===== src/rtl/neuron_rr_sched_if.sv =====
// Request/result bus of neuron_rr_sched: per-requester input vectors in, tagged ReLU results out.
interface neuron_rr_sched_if #(
    parameter int NREQ = 4,
    parameter int IDW  = 2
);
    logic [NREQ-1:0]    req;
    logic [NREQ*64-1:0] din;
    logic [NREQ-1:0]    gnt;
    logic               q_valid;
    logic               q_ready;
    logic [7:0]         q;
    logic [IDW-1:0]     q_tag;

    modport master (output req, din, q_ready, input gnt, q_valid, q, q_tag);
    modport slave  (input req, din, q_ready, output gnt, q_valid, q, q_tag);
endinterface


===== src/rtl/neuron_rr_sched.sv =====
// Round-robin time-sharing of one 8-input ReLU neuron among NREQ requesters.
// Two-stage pipe: operand register (A) feeding a tagged output register (B).
module neuron_rr_sched #(
    parameter int NREQ = 4,
    parameter int IDW  = 2,
    parameter int CNTW = 16
) (
    input  logic             clk,
    input  logic             rst_n,
    neuron_rr_sched_if.slave bus,
    output logic             busy,
    output logic [CNTW-1:0]  op_count
);
    logic            a_vld_q, a_vld_d;
    logic [63:0]     a_vec_q, a_vec_d;
    logic [IDW-1:0]  a_tag_q, a_tag_d;
    logic            b_vld_q, b_vld_d;
    logic [7:0]      q_q, q_d;
    logic [IDW-1:0]  q_tag_q, q_tag_d;
    logic [IDW-1:0]  ptr_q, ptr_d;
    logic [CNTW-1:0] cnt_q, cnt_d;

    logic            b_adv, b_free, a_adv, a_free;
    logic            grant;
    int              idx;
    int              win_idx;
    logic [IDW-1:0]  win;
    logic [NREQ-1:0] gnt;
    logic [10:0]     sum;

    assign b_adv  = b_vld_q & bus.q_ready;
    assign b_free = ~b_vld_q | b_adv;
    assign a_adv  = a_vld_q & b_free;
    assign a_free = ~a_vld_q | a_adv;

    // Grant search starts at ptr_q and wraps; gated by rst_n so GNT is 0 during reset.
    always_comb begin
        // NOTE: every variable gets a default before any branch so no latch is inferred.
        grant   = 1'b0;
        idx     = 0;
        win_idx = 0;
        gnt     = '0;
        if (a_free && rst_n) begin
            for (int i = 0; i < NREQ; i++) begin
                idx = (int'(ptr_q) + i) % NREQ;
                if (!grant && bus.req[idx]) begin
                    grant   = 1'b1;
                    win_idx = idx;
                    gnt[idx] = 1'b1;
                end
            end
        end
    end

    assign win = IDW'(win_idx);

    always_comb begin
        sum = '0;
        for (int k = 0; k < 8; k++) begin
            sum = sum + {3'b000, a_vec_q[8*k +: 8]};
        end
    end

    always_comb begin
        ptr_d   = ptr_q;
        a_vld_d = a_vld_q;
        a_vec_d = a_vec_q;
        a_tag_d = a_tag_q;
        b_vld_d = b_vld_q;
        q_d     = q_q;
        q_tag_d = q_tag_q;
        cnt_d   = cnt_q;

        if (a_adv) begin
            a_vld_d = 1'b0;
        end
        if (grant) begin
            a_vld_d = 1'b1;
            a_vec_d = bus.din[win_idx*64 +: 64];
            a_tag_d = win;
            ptr_d   = (win == IDW'(NREQ-1)) ? '0 : win + 1'b1;
        end

        // A sum of 1024 or more is treated as a negative activation and clamps to 0.
        if (a_adv) begin
            b_vld_d = 1'b1;
            q_d     = sum[10] ? 8'd0 : 8'(sum >> 2);
            q_tag_d = a_tag_q;
        end else if (b_adv) begin
            b_vld_d = 1'b0;
        end

        if (b_adv && cnt_q != '1) begin
            cnt_d = cnt_q + 1'b1;
        end
    end

    always_ff @(posedge clk or negedge rst_n) begin
        if (!rst_n) begin
            // NOTE: sequential state uses non-blocking assignments so all flops update together.
            ptr_q   <= '0;
            a_vld_q <= 1'b0;
            a_vec_q <= '0;
            a_tag_q <= '0;
            b_vld_q <= 1'b0;
            q_q     <= '0;
            q_tag_q <= '0;
            cnt_q   <= '0;
        end else begin
            ptr_q   <= ptr_d;
            a_vld_q <= a_vld_d;
            a_vec_q <= a_vec_d;
            a_tag_q <= a_tag_d;
            b_vld_q <= b_vld_d;
            q_q     <= q_d;
            q_tag_q <= q_tag_d;
            cnt_q   <= cnt_d;
        end
    end

    assign bus.gnt     = gnt;
    assign bus.q_valid = b_vld_q;
    assign bus.q       = q_q;
    assign bus.q_tag   = q_tag_q;
    assign busy        = a_vld_q | b_vld_q;
    assign op_count    = cnt_q;
endmodule


===== src/flat_wrapper.sv =====
// flat-port wrapper written by rule: the top's interface ports become plain ports
module neuron_rr_sched_flat 
#(
    parameter int NREQ = 4,
    parameter int IDW  = 2,
    parameter int CNTW = 16
)
  (clk, rst_n, busy, op_count, bus_req, bus_din, bus_q_ready, bus_gnt, bus_q_valid, bus_q, bus_q_tag);
  neuron_rr_sched_if #(.NREQ(NREQ), .IDW(IDW)) bus_i ();
  input  logic clk;
  input  logic rst_n;
  output logic busy;
  output logic [CNTW-1:0] op_count;
  input wire logic [$bits(bus_i.req)-1:0] bus_req;
  input wire logic [$bits(bus_i.din)-1:0] bus_din;
  input wire logic [$bits(bus_i.q_ready)-1:0] bus_q_ready;
  output wire logic [$bits(bus_i.gnt)-1:0] bus_gnt;
  output wire logic [$bits(bus_i.q_valid)-1:0] bus_q_valid;
  output wire logic [$bits(bus_i.q)-1:0] bus_q;
  output wire logic [$bits(bus_i.q_tag)-1:0] bus_q_tag;
  assign bus_i.req = bus_req;
  assign bus_i.din = bus_din;
  assign bus_i.q_ready = bus_q_ready;
  assign bus_gnt = bus_i.gnt;
  assign bus_q_valid = bus_i.q_valid;
  assign bus_q = bus_i.q;
  assign bus_q_tag = bus_i.q_tag;
  neuron_rr_sched #(.NREQ(NREQ), .IDW(IDW), .CNTW(CNTW)) u_core (.clk(clk), .rst_n(rst_n), .bus(bus_i), .busy(busy), .op_count(op_count));
endmodule

===== config.mk =====
export PLATFORM = sky130hd
export DESIGN_NAME = neuron_rr_sched_flat
export DESIGN_NICKNAME = d
export VERILOG_FILES = /design/src/rtl/neuron_rr_sched_if.sv /design/src/rtl/neuron_rr_sched.sv /design/src/flat_wrapper.sv
export SDC_FILE = /design/constraint.sdc
export NUM_CORES = 1
export LEC_CHECK = 0
export CORE_ASPECT_RATIO = 1.25
export CORE_MARGIN = 8
export CORE_UTILIZATION = 35
export CTS_CLUSTER_SIZE = 20
export DETAILED_ROUTE_END_ITERATION = 8
export PLACE_DENSITY = 0.67
export RECOVER_POWER = 100
export SYNTH_ARGS = -nofsm -noshare
export SYNTH_HDL_FRONTEND = slang
export SYNTH_SLANG_ARGS = --single-unit

===== constraint.sdc =====
create_clock -name clk -period 7 [get_ports clk]
set_input_delay 1.05 -clock clk [delete_from_list [all_inputs] [get_ports clk]]
set_output_delay 1.05 -clock clk [all_outputs]
set_load 0.05 [all_outputs]

# [Yosys cells after proc, flatten, opt, wreduce, memory -nomap -nowiden]
# Index checks and enable logic that the tools add are counted.
[totals] word_cells=107 reg_bits=96
[classes] n_mux=46 magnitude_cmp=8 n_addsub=12 n_eq_ne=2 n_bitwise=13 n_reduce_logical=17 n_shift=1
[ops] operator="256-bit by 32-bit variable part select with 64-bit output" n=1
[ops] operator="26-bit two-way mux" n=4
[ops] operator="11-bit by 8-bit adder with 11-bit output" n=6
[ops] operator="4-bit two-way mux" n=8
[ops] operator="1-bit two-way mux" n=23
[ops] operator="16-bit by 1-bit adder with 16-bit output, second input constant" n=1
[ops] operator="16-bit inequality test, second input constant" n=1
[ops] operator="3-bit by 4-bit < comparator with 1-bit output, second input constant" n=3
[ops] operator="4-bit OR" n=3
[ops] operator="8-bit by 8-bit adder with 9-bit output" n=1
[ops] operator="3-bit by 1-bit greater-or-equal comparator with 1-bit output, second input constant" n=3
[ops] operator="1-bit logical AND" n=9
[ops] operator="1-bit binary-select mux with 2-bit select" n=4
[ops] operator="1-bit demux with 2-bit select" n=4
[ops] operator="8-bit two-way mux" n=1
[ops] operator="2-bit OR reduction" n=3
[ops] operator="2-bit by 1-bit adder with 2-bit output, second input constant" n=2
[ops] operator="2-bit adder, second input constant" n=2
[ops] operator="2-bit two-way mux" n=2
[ops] operator="2-bit nonzero test" n=2
[ops] operator="1-bit AND, first input constant" n=3
[ops] operator="1-bit zero test" n=3
[ops] operator="2-bit by 3-bit < comparator with 1-bit output, second input constant" n=1
[ops] operator="1-bit OR" n=3
[ops] operator="4 further kinds" n=6

# [Logic depth before layout (Yosys ltp)]
[logic_depth] depth_word=20 ltp_mapped=23 mapped_depth_nobuf=23

# [Least setup slack after synthesis]
# OpenSTA, ideal clock, no wires.
[synth_path] path_type="register -> register" start="reg u_core.a_vec_q[1]" end="reg u_core.q_q[6], in the netlist u_core.bus.q[6]" period_less_slack_ns=5.381 path_slack_ns=1.619 arrival_ns=5.260 path_stages_with_launch=22 t_required_ns=6.879 n_path_buf=0 path_cell_list="dfrtp_1 ha_1 a21o_1 a21oi_1 o21ai_0 a21oi_1 o21ai_0 xor2_1 fa_1 inv_1 fa_1 fa_1 fa_1 inv_1 ha_1 a21oi_1 nand2_1 a21o_1 a221oi_1 xnor2_1 nor2_1 a22o_1"
[synth_via] elab_chain_cells=8
[synth_rtl] element="start: declaration" line="neuron_rr_sched.sv:15" text="logic [63:0] a_vec_q, a_vec_d;"
[synth_rtl] element="start signal: assignment" line="neuron_rr_sched.sv:112" text="a_vec_q <= a_vec_d;"
[synth_rtl] element="8-bit by 8-bit adder with 9-bit output" line="neuron_rr_sched.sv:60" text="sum = sum + {3'b000, a_vec_q[8*k +: 8]};"
[synth_rtl] element="11-bit by 8-bit adder with 11-bit output (6 in series)" line="neuron_rr_sched.sv:60"
[synth_rtl] element="8-bit two-way mux" line="neuron_rr_sched.sv:87" text="q_d = sum[10] ? 8'd0 : 8'(sum >> 2);"
[synth_rtl] element="end signal: assignment" line="neuron_rr_sched.sv:115" text="q_q <= q_d;"
[synth_rtl] element="end: declaration" line="neuron_rr_sched.sv:18" text="logic [7:0] q_q, q_d;"
# No other way between the ends.
# A chain may end at the register's enable or synchronous reset.

# [Worst setup path in the final report]
[layout_path] start="reg u_core.a_vec_q[0]" end="reg u_core.q_q[6], in the netlist u_core.bus.q[6]"
# Same word-level chain as after synthesis.

==> impl_metrics.py <==
metrics = {
    "status": {
        "outcome": "finished, violations left",
        "violations": "capacitance limit, slew limit",
    },
    "cells_and_area": {
        "final_nets": 1380,
        "area_delta_synth_final_pct": 45.0,
        "fillCellCount": 1987,
        "final_layout_size_suffix_gt1_share_pct": 3.51,
        "antenna_cells": 0,
    },
    "synth": {
        "ys_ff_latch": 96,
        "synth_area_um2": 7430,
        "ys_types": 48,
        "synth_edf_count": 0,
        "syn_nets": 1121,
        "ys_seq_area_share_pct": 32.3,
        "synth_ff_type": "dfrtp_1",
        "synthCells": 789,
        "avgSynthCellArea_um2": 9.41,
        "postSynth.asyncResetShare_pct": 100,
        "yosysWarnings": 0,
    },
    "setup_path": {
        "worst_r2r_path_depth": 23,
        "critPathMaxFanout": 7,
        "worstSetupEndpointType": "flip-flop",
        "critPathRequiredTime_ns": 7.24,
        "crit_arrival_ns": 6.00,
        "critical_path_class": "reg -> reg",
        "startpoint_type": "flip-flop",
        "r2r-start": "u_core.a_vec_q[0]$_DFFE_PN0P_",
        "rr_endpoint": "u_core.bus.q[6]$_DFFE_PN0P_",
        "rrSetupSlack_ns": 1.25,
    },
    "min_path": {
        "holdPathStages": 2,
        "min_to": "u_core.a_tag_q[0]$_DFFE_PN0P_",
        "hp-start": "u_core.a_tag_q[0]$_DFFE_PN0P_",
        "hold_class": "reg -> reg",
    },
    "global_routing": {
        "grtUsageTotal_pct": 19.0,
        "grt_first_pass_wirelength_mm": 39.1,
        "antenna_found_initial": 0,
        "grt_max_degree": 132,
        "grt_pass1_vias": 7299,
        "overflow": 0,
    },
    "sta": {
        "rsz0062_at_grt": "false",
        "finalCriticalPeriod_ns": 5.75,
        "slew_headroom_pct": -98.9,
        "skew_ns": 0.0110,
        "finalHoldViolCount": 0,
        "tns_ns": 0,
        "worst_slew_pin_slew_ns": 2.98,
        "finalCritPeriodShare_pct": 82.2,
        "fmax_mhz": 174,
        "finalSetupViolCount": 0,
        "finalMaxSlewViolations": 171,
    },
    "clocking": {
        "cts.sinks": 96,
        "clk_latency_ns": 0.35,
        "cts_setup_buffers": 0,
        "cts_resized": 0,
        "cts_buffer_depth": 2,
        "cts_tree": "built",
        "clk_pin_slew_ns": 0.07,
        "cts_buffers": 9,
        "cts_max_level": 3,
        "clock-root-buffer": "clkbuf_16",
        "holdBufCountCts": 0,
    },
    "route": {
        "num_vias": 6692,
        "drc_errors": 0,
        "dr.pass1.iters": 4,
        "ant_nets": 0,
        "wl_mm": 25.0,
        "vias_per_cell": 5.04,
        "drt_iter0_markers": 326,
        "wl_per_cell_um": 18.9,
    },
    "floorplan": {
        "dieArea_um2": 26200,
        "dieHeight_um": 179,
        "core_um2": 20800,
        "start_util_pct": 35.7,
        "pin_count": 295,
        "dieWidth_um": 146,
        "num_rows": 59,
    },
    "place": {
        "place_congestion": 0.834,
        "io_buffers": 294,
        "dpl.hpwl_mm": 20.2,
    },
    "run": {
        "max-cap-violations": 3,
    },
}
## cells in the final DEF, fill, tap and decap left out, types with 11 or more instances in the layout
cell type        synthesis  routed
o21ai_0                 92     136
xnor2_1                 16      16
dlygate4sd3_1            0      33
ha_1                    30      30
dfrtp_1                 96      96
xor2_1                  11      11
nand2_1                 30      29
clkdlybuf4s50_1          0     260
o22ai_1                 64      64
nor2_1                  28      28
fa_1                    39      39
inv_1                   71      71
or3_1                   64      64
mux2i_1                 66      66
## sequential cells by signal, summed over array words and instances, names as in the netlist
register,cells
u_core.a_vec_q,64
u_core.op_count,16
u_core.a_tag_q,2
u_core.ptr_q,2
u_core.bus.q_tag,2
u_core.bus.q_valid,1
u_core.bus.q,8
u_core.a_vld_q,1
## synthesized netlist by cell type, types with 4 or more instances
library cell	count	area share (%)
mux2i_1	66	8.9
a21o_1	4	0.40
o31ai_1	5	0.51
o21ai_0	92	6.2
mux2_2	4	0.61
clkbuf_2	5	0.34
nand3_1	6	0.40
buf_12	6	1.6
a21oi_1	9	0.61
a221oi_1	5	0.59
nor2b_1	6	0.51
nand4_1	6	0.51
inv_1	71	3.6
nor3_1	5	0.34
xor2_1	11	1.3
o22ai_1	64	5.4
xnor2_1	16	1.9
dfrtp_1	96	32
buf_2	6	0.40
or3_1	64	5.4
a22oi_1	5	0.51
nand2b_1	4	0.34
ha_1	30	5.1
fa_1	39	11
mux4_2	4	1.2
o21ai_1	47	3.2
clkbuf_1	31	1.6
nand2_1	30	1.5
nor2_1	28	1.4
## metal layers
| layer | track usage, % | routed length [um] |
|---|---|---|
| met2 | 35.2 | 13800 |
| met3 | 3.21 | 928 |
| met5 | 0 | 0 |
| met4 | 4.82 | 371 |
| met1 | 22.3 | 9990 |
## layout make-up
type | instances | area [um^2] | area share [%]
well taps | 274 | 343 | 3.18
inverters | 71 | 267 | 2.47
clock buffers | 9 | 225 | 2.09
clock inverters | 7 | 81.3 | 0.755
repair buffers | 300 | 2990 | 27.7
multi-input cells | 570 | 4460 | 41.5
flip-flops and latches | 96 | 2400 | 22.3
## critical path, cell delays in order (launching register included)
cell      delay [ns]
dfrtp_1         0.36
ha_1            0.18
inv_1           0.06
fa_1            0.39
nor2b_1         0.11
o21ai_0         0.10
a21boi_0        0.27
o21a_1          0.16
nor2_1          0.05
xnor2_1         0.13
fa_1            0.49
inv_1           0.06
fa_1            0.44
fa_1            0.50
fa_1            0.52
inv_1           0.04
ha_1            0.35
a21oi_1         0.20
nand2_1         0.07
a21o_1          0.18
a221oi_1        0.32
xnor2_1         0.32
nor2_1          0.11
a22o_1          0.21
## metrics by stage
step | utilization (%) | cells | hold WS (ns) | worst slack, ns | instance area, um^2
global route | 51.7 | 1327 | 0.495 | 0.691 | 10800
finish | 51.7 | 1327 | 0.475 | 1.25 | 10800
detailed placement | 50.3 | 1311 | 0.462 | 1.27 | 10500
global placement | 50.3 | 1311 | 0.456 | 1.41 | 10500
CTS | 51.8 | 1327 | 0.481 | 1.26 | 10800
floorplan | - | 789 | 0.443 | 1.62 | 7430
## how the worst max path moves through the flow
stage / startpoint / end / slack [ns] / depth (start not counted)
after CTS: u_core.a_vec_q[0]$_DFFE_PN0P_ / u_core.bus.q[6]$_DFFE_PN0P_ / 1.26 / 23
after global routing: rst_n / u_core.a_vec_q[12]$_DFFE_PN0P_ / 0.69 / 2
final: u_core.a_vec_q[0]$_DFFE_PN0P_ / u_core.bus.q[6]$_DFFE_PN0P_ / 1.25 / 23
after detailed placement: u_core.a_vec_q[0]$_DFFE_PN0P_ / u_core.bus.q[6]$_DFFE_PN0P_ / 1.27 / 23
after global placement: u_core.a_vec_q[1]$_DFFE_PN0P_ / u_core.bus.q[6]$_DFFE_PN0P_ / 1.41 / 21
after floorplan: u_core.a_vec_q[1]$_DFFE_PN0P_ / u_core.bus.q[6]$_DFFE_PN0P_ / 1.62 / 21
## cell families after synthesis
group,after synthesis,synth area share [%]
AO/OA/AOI/OAI,242,18.9
XOR/XNOR,27,3.18
adder cells (fa/ha/maj),69,15.6
buffers and inverters,123,7.97
flip-flops,96,32.3
multiplexers,74,10.7
AND/OR/NAND/NOR,158,11.4
Power is left out: the tool's default activity adds up to more than one toggle a clock period on the data nets, which glitch-free logic cannot reach.
